$ cat config.mk
export PLATFORM = sky130hd
export DESIGN_NAME = pipelined_mul_unit
export DESIGN_NICKNAME = d
export VERILOG_FILES = /design/src/rtl/pipelined_mul_unit.sv
export SDC_FILE = /design/constraint.sdc
export NUM_CORES = 2
export LEC_CHECK = 0
export CORE_ASPECT_RATIO = 1.25
export CORE_MARGIN = 10
export CORE_UTILIZATION = 35
export DETAILED_ROUTE_END_ITERATION = 10
export HOLD_SLACK_MARGIN = 0.12
export PLACE_DENSITY = 0.51
export SLEW_MARGIN = 30
export SYNTH_ARGS = -nofsm -noshare
export SYNTH_HDL_FRONTEND = slang
export SYNTH_SLANG_ARGS = --single-unit
$ cat constraint.sdc
create_clock -name clk -period 4.8 [get_ports clk]
set_input_delay 1.2 -clock clk [delete_from_list [all_inputs] [get_ports clk]]
set_output_delay 1.2 -clock clk [all_outputs]
set_load 0.02 [all_outputs]
$ cat src/rtl/pipelined_mul_unit.sv
// Pipelined RV32M multiply unit (MUL/MULH/MULHSU/MULHU). The 32-bit result is formed as an op
// is accepted and then carried through p_num_stages registered stages with collapsing bubbles.
module pipelined_mul_unit #(
  parameter int p_seq_num_bits  = 5,
  parameter int p_num_phys_regs = 36,
  parameter int p_num_stages    = 3
) (
  input  logic                               clk,
  input  logic                               rst,
  input  logic                               D_val,
  output logic                               D_rdy,
  input  logic [1:0]                         D_op,
  input  logic [31:0]                        D_op1,
  input  logic [31:0]                        D_op2,
  input  logic [p_seq_num_bits-1:0]          D_seq_num,
  input  logic [$clog2(p_num_phys_regs)-1:0] D_preg,
  output logic                               W_val,
  input  logic                               W_rdy,
  output logic [31:0]                        W_data,
  output logic [p_seq_num_bits-1:0]          W_seq_num,
  output logic [$clog2(p_num_phys_regs)-1:0] W_preg,
  input  logic                               flush
);
  localparam int N  = p_num_stages;
  localparam int SW = p_seq_num_bits;
  localparam int PW = $clog2(p_num_phys_regs);

  typedef enum logic [1:0] {
    OP_MUL    = 2'b00,
    OP_MULH   = 2'b01,
    OP_MULHSU = 2'b10,
    OP_MULHU  = 2'b11
  } op_e;

  typedef struct packed {
    logic [31:0]   data;
    logic [SW-1:0] seq_num;
    logic [PW-1:0] preg;
  } stage_t;

  op_e                op;
  logic [N-1:0]       valid;
  logic [N-1:0]       adv;
  logic [N-1:0]       load;
  logic               hole;
  stage_t             stage_q [N];
  stage_t             entry;
  logic signed [32:0] a_ext;
  logic signed [32:0] b_ext;
  logic signed [63:0] prod;

  // One extra sign bit per operand lets a single signed multiply cover all four ops.
  always_comb begin
    op    = op_e'(D_op);
    a_ext = $signed({(op == OP_MULH || op == OP_MULHSU) && D_op1[31], D_op1});
    b_ext = $signed({(op == OP_MULH) && D_op2[31], D_op2});
    prod  = 64'(a_ext) * 64'(b_ext);
    entry = '{data:    (op == OP_MUL) ? prod[31:0] : prod[63:32],
              seq_num: D_seq_num,
              preg:    D_preg};
  end

  // NOTE: every signal written here gets a default first, so no path leaves one unassigned
  // and no latch is inferred.
  always_comb begin
    adv  = '0;
    load = '0;
    hole = W_rdy;
    // Walking from the output back, a stage moves if any stage below it is empty or W accepts.
    for (int k = N - 1; k >= 0; k--) begin
      adv[k] = valid[k] && hole;
      hole   = hole || !valid[k];
    end
    D_rdy   = !flush && (!valid[0] || adv[0]);
    load[0] = D_val && D_rdy;
    for (int k = 1; k < N; k++) begin
      load[k] = adv[k-1];
    end
  end

  // NOTE: sequential state uses non-blocking assignments so every stage samples the value its
  // upstream neighbour held before this edge.
  always_ff @(posedge clk or posedge rst) begin
    if (rst) begin
      valid <= '0;
      // NOTE: the stage storage is reset too, so W_data/W_seq_num/W_preg read 0 after reset.
      for (int k = 0; k < N; k++) begin
        stage_q[k] <= '0;
      end
    end else begin
      for (int k = 0; k < N; k++) begin
        if (flush)        valid[k] <= 1'b0;
        else if (load[k]) valid[k] <= 1'b1;
        else if (adv[k])  valid[k] <= 1'b0;
      end
      if (load[0]) stage_q[0] <= entry;
      for (int k = 1; k < N; k++) begin
        if (load[k]) stage_q[k] <= stage_q[k-1];
      end
    end
  end

  assign W_val     = valid[N-1];
  assign W_data    = stage_q[N-1].data;
  assign W_seq_num = stage_q[N-1].seq_num;
  assign W_preg    = stage_q[N-1].preg;

endmodule

==> run summary <==
The all-layer global routing usage is 19.7%. The die outline width came out at between 300 and 400 um. sky130_fd_sc_hd__inv_1 is the most common cell in the netlist.

By area the synthesized netlist is led by sky130_fd_sc_hd__fa_1 52%, sky130_fd_sc_hd__inv_1 10%, sky130_fd_sc_hd__dfrtp_1 7.6%, sky130_fd_sc_hd__nand2_1 7.4%, sky130_fd_sc_hd__ha_1 6.2%. The via density per instance came out at 4.76. The count of hold-fix buffers inserted at cts is 0. The effective utilization at floorplan is about a third. The max-cap check violation count came out at 0. Sorting the synthesized cells by how often they occur yields 1,194 x sky130_fd_sc_hd__inv_1, 1,125 x sky130_fd_sc_hd__fa_1, 860 x sky130_fd_sc_hd__nand2_1. In this run, the number of DRC markers left after iteration 0 of detailed routing was ~1,800.

The final layout contains routed wiring with a total length of between 100 and 150 mm. Synthesis produced approximately 4,700 cells. For this run, the detailed router's first-pass iteration total came to 6. The most numerous cell type found on the critical path is sky130_fd_sc_hd__fa_2.

After global routing the overflow that remains totals 0. The fraction of synthesis flops using an asynchronous set or reset pin came out at 100%. The first global-routing pass estimated between 200 and 250 mm of wire. For this run, the post-layout net count is 6,698. The final route contains 32,800 vias. The run finished, with violations left. For the pin with the worst max-slew slack, the measured transition is 0.770 ns.

In this design, the stage delay of the slowest critical-path cell is around 0.63 ns. The number of clock buffers inserted by TritonCTS is 17. The checks that failed: setup timing. Relative to the synthesized area, the layout overhead comes to 28.3%.

The critical path data required time is 5.14 ns. The Yosys step of the flow raised 0 warnings. For this run, the leading register cell type out of synthesis is sky130_fd_sc_hd__dfrtp_1. The worst setup path is captured at a register. Clock skew on the completed layout was measured at ~0.011 ns. The path class of the tightest hold or removal check is register to register. The clock root buffer is sky130_fd_sc_hd__clkbuf_16.

The worst hold slack after final layout came out at roughly 0.47 ns. The final hold violation count came out at 0. The average footprint of a synthesized cell is slightly above 9 um2. The worst setup slack after layout is -3.55 ns. The register clock-pin slew on the reported worst setup and hold paths is ~0.06 ns. The number of flops mapped to enable cells by yosys came out at 0. The wire length per cell after detailed routing came out at approximately 20 um. The highest clock frequency the design can meet came out at 120 MHz. The longest clock path from root to sink contains 2 buffers.

The worst setup path category is input port to register. Cells with a size suffix above 1 make up roughly a quarter of the layout. The kind of start point of the critical path is an input port.

In this run the worst path has a maximum fanout of 4. The number of primary I/O pins is between 100 and 150. The cell area that synthesis handed to floorplanning was approximately 44,000 um2. TritonCTS built the clock tree. The clock insertion delay at the later pin of the skew report is 0.40 ns. The critical path contains buffers and inverters numbering 7 combined. The die covers roughly 140,000 um2. The deepest level of the CTS H-tree came out at 4. The smallest clock period supported by the final layout is computed as around 8.3 ns. The count of endpoints failing setup in the final report is 32.

The final critical path takes up 174% of the cycle. The net count after synthesis is roughly 6,100. The number of flip-flops and latches in the synthesized netlist came out at 132.

In the routed design, unresolved DRC markers number 0. The floorplan step set the die height to approximately 410 um. The post-synthesis cell type with the largest combined area is sky130_fd_sc_hd__fa_1.

The area share of the leading cell type in the synthesized netlist came out at 51.8%. The total instance count after detailed placement is between 6,000 and 7,000. The max-slew violation total from the final report came out at 0. The area of the core region is between 100,000 and 150,000 um2. The post-layout instance count excluding filler cells came out at 6,897.

The final estimated routing congestion in global placement is around 0.87. The family with the most delay on the worst path is adder cells. Among all stages on the critical path, the largest delay is contributed by sky130_fd_sc_hd__fa_2.

The post-synthesis cell type count came out at 66. The number of antenna violations at the first check in global routing came to 8. The number of cell rows came out at approximately 140.

Setup repair after global routing could not meet its margin everywhere. The port buffer count is 126. The detailed placer's ending HPWL came out at 111 mm. The count of nets left with antenna violations after detail routing is 0. The largest net degree at the start of global routing is 114. The data arrival time of the worst path is between 8 and 9 ns. The total negative slack for setup checks is -104.22 ns.

Of the synthesized area, sequential elements account for between 7 and 8%. Measured on the finished design, the core utilization comes to around 45%. The worst slew margin relative to its limit is around 50%. The via count of the first global-routing pass is about 36,000. The clock net in this run drives a total of 132 sinks.
worst min-delay path: stages (launching register included):
cell                      delay (ns)
sky130_fd_sc_hd__dfrtp_1        0.33
sky130_fd_sc_hd__nand2_1        0.05
sky130_fd_sc_hd__nand2_1        0.06
final timing paths:
| path | start | to | slack, ns | cells after the start |
|---|---|---|---|---|
| setup / recovery | D_op[0] | stage_q[113] | -3.55 | 28 |
| hold / removal | stage_q[87] | stage_q[87] | 0.47 | 2 |
| setup reg to reg | valid[2] | stage_q[114] | 2.29 | 8 |
| hold reg to reg | stage_q[87] | stage_q[87] | 0.47 | 2 |
| max in group asynchronous | rst | valid[1] | 2.77 | 3 |
| min in group asynchronous | rst | stage_q[92] | 1.36 | 2 |
area by class of cell:
class                           instances  area (um2)
Clock buffer                           20         457
Clock inverter                         12         179
Fill cell                           11800       67600
Multi-Input combinational cell       3086       36300
Sequential cell                       132        3300
Timing Repair Buffer                  846        9030
Tap cell                             1606        2010
Inverter                             1194        4520
Antenna cell                            1        2.50
layout by cell type (no fill, tap or decap), types with 13 or more instances in the layout:
cell and count:
sky130_fd_sc_hd__buf_12 120, sky130_fd_sc_hd__a21o_1 32, sky130_fd_sc_hd__clkbuf_16 21, sky130_fd_sc_hd__nand2_2 31
sky130_fd_sc_hd__a21oi_1 52, sky130_fd_sc_hd__o21ai_0 19, sky130_fd_sc_hd__ha_4 43, sky130_fd_sc_hd__clkdlybuf4s50_1 67
sky130_fd_sc_hd__fa_1 1055, sky130_fd_sc_hd__a21oi_2 21, sky130_fd_sc_hd__o21ai_2 16, sky130_fd_sc_hd__nand2_1 816
sky130_fd_sc_hd__and3_1 21, sky130_fd_sc_hd__bufbuf_16 16, sky130_fd_sc_hd__mux2_2 86, sky130_fd_sc_hd__and2_4 19
sky130_fd_sc_hd__nand2_4 13, sky130_fd_sc_hd__xnor2_1 46, sky130_fd_sc_hd__fa_2 70, sky130_fd_sc_hd__and2_1 260
sky130_fd_sc_hd__inv_2 64, sky130_fd_sc_hd__ha_1 168, sky130_fd_sc_hd__nor2_1 61, sky130_fd_sc_hd__o21ai_1 25
sky130_fd_sc_hd__buf_8 14, sky130_fd_sc_hd__buf_4 497, sky130_fd_sc_hd__buf_6 79, sky130_fd_sc_hd__inv_1 1121
sky130_fd_sc_hd__dfrtp_1 132
cell families (layout without fill, tap and decap cells):
family	after synthesis	count (layout)	share of synthesized area (%)
XOR/XNOR	71	71	1.43
AND/OR/NAND/NOR	1311	1311	13.5
buffers and inverters	1487	2072	13.2
flip-flops	132	132	7.59
other	0	1	0
multiplexers	92	92	2.37
adder cells (fa/ha/maj)	1339	1339	57.9
AO/OA/AOI/OAI	273	273	4.00
state kept, by name, indices dropped and copies added (netlist names):
register   flops
stage_q       86
W_data        32
W_seq_num      5
valid          3
W_preg         6
metrics by stage:
| step | area (um2) | setup slack [ns] |
|---|---|---|
| 5_1_grt | 55800 | -3.70 |
| 6_report | 55800 | -3.55 |
| 2_1_floorplan | 44400 | -3.60 |
| 4_1_cts | 54400 | -3.59 |
| 3_5_place_dp | 51200 | -4.46 |
| 3_3_place_gp | 51200 | -4.40 |
what timing repair did:
action,4_1_cts,5_1_grt
resized for setup,365,361
gates cloned,24,4
buffers inserted,106,61
setup endpoints to repair,32,32
pin swaps,147,277
routing by layer:
metal	GRT usage [%]	share of wire (%)
met5	0	0.034
met4	4.45	2.9
met3	2.10	4.8
met2	34.3	50
met1	26.2	42
Power is left out: the tool's default activity adds up to more than one toggle a clock period on the data nets, which glitch-free logic cannot reach.
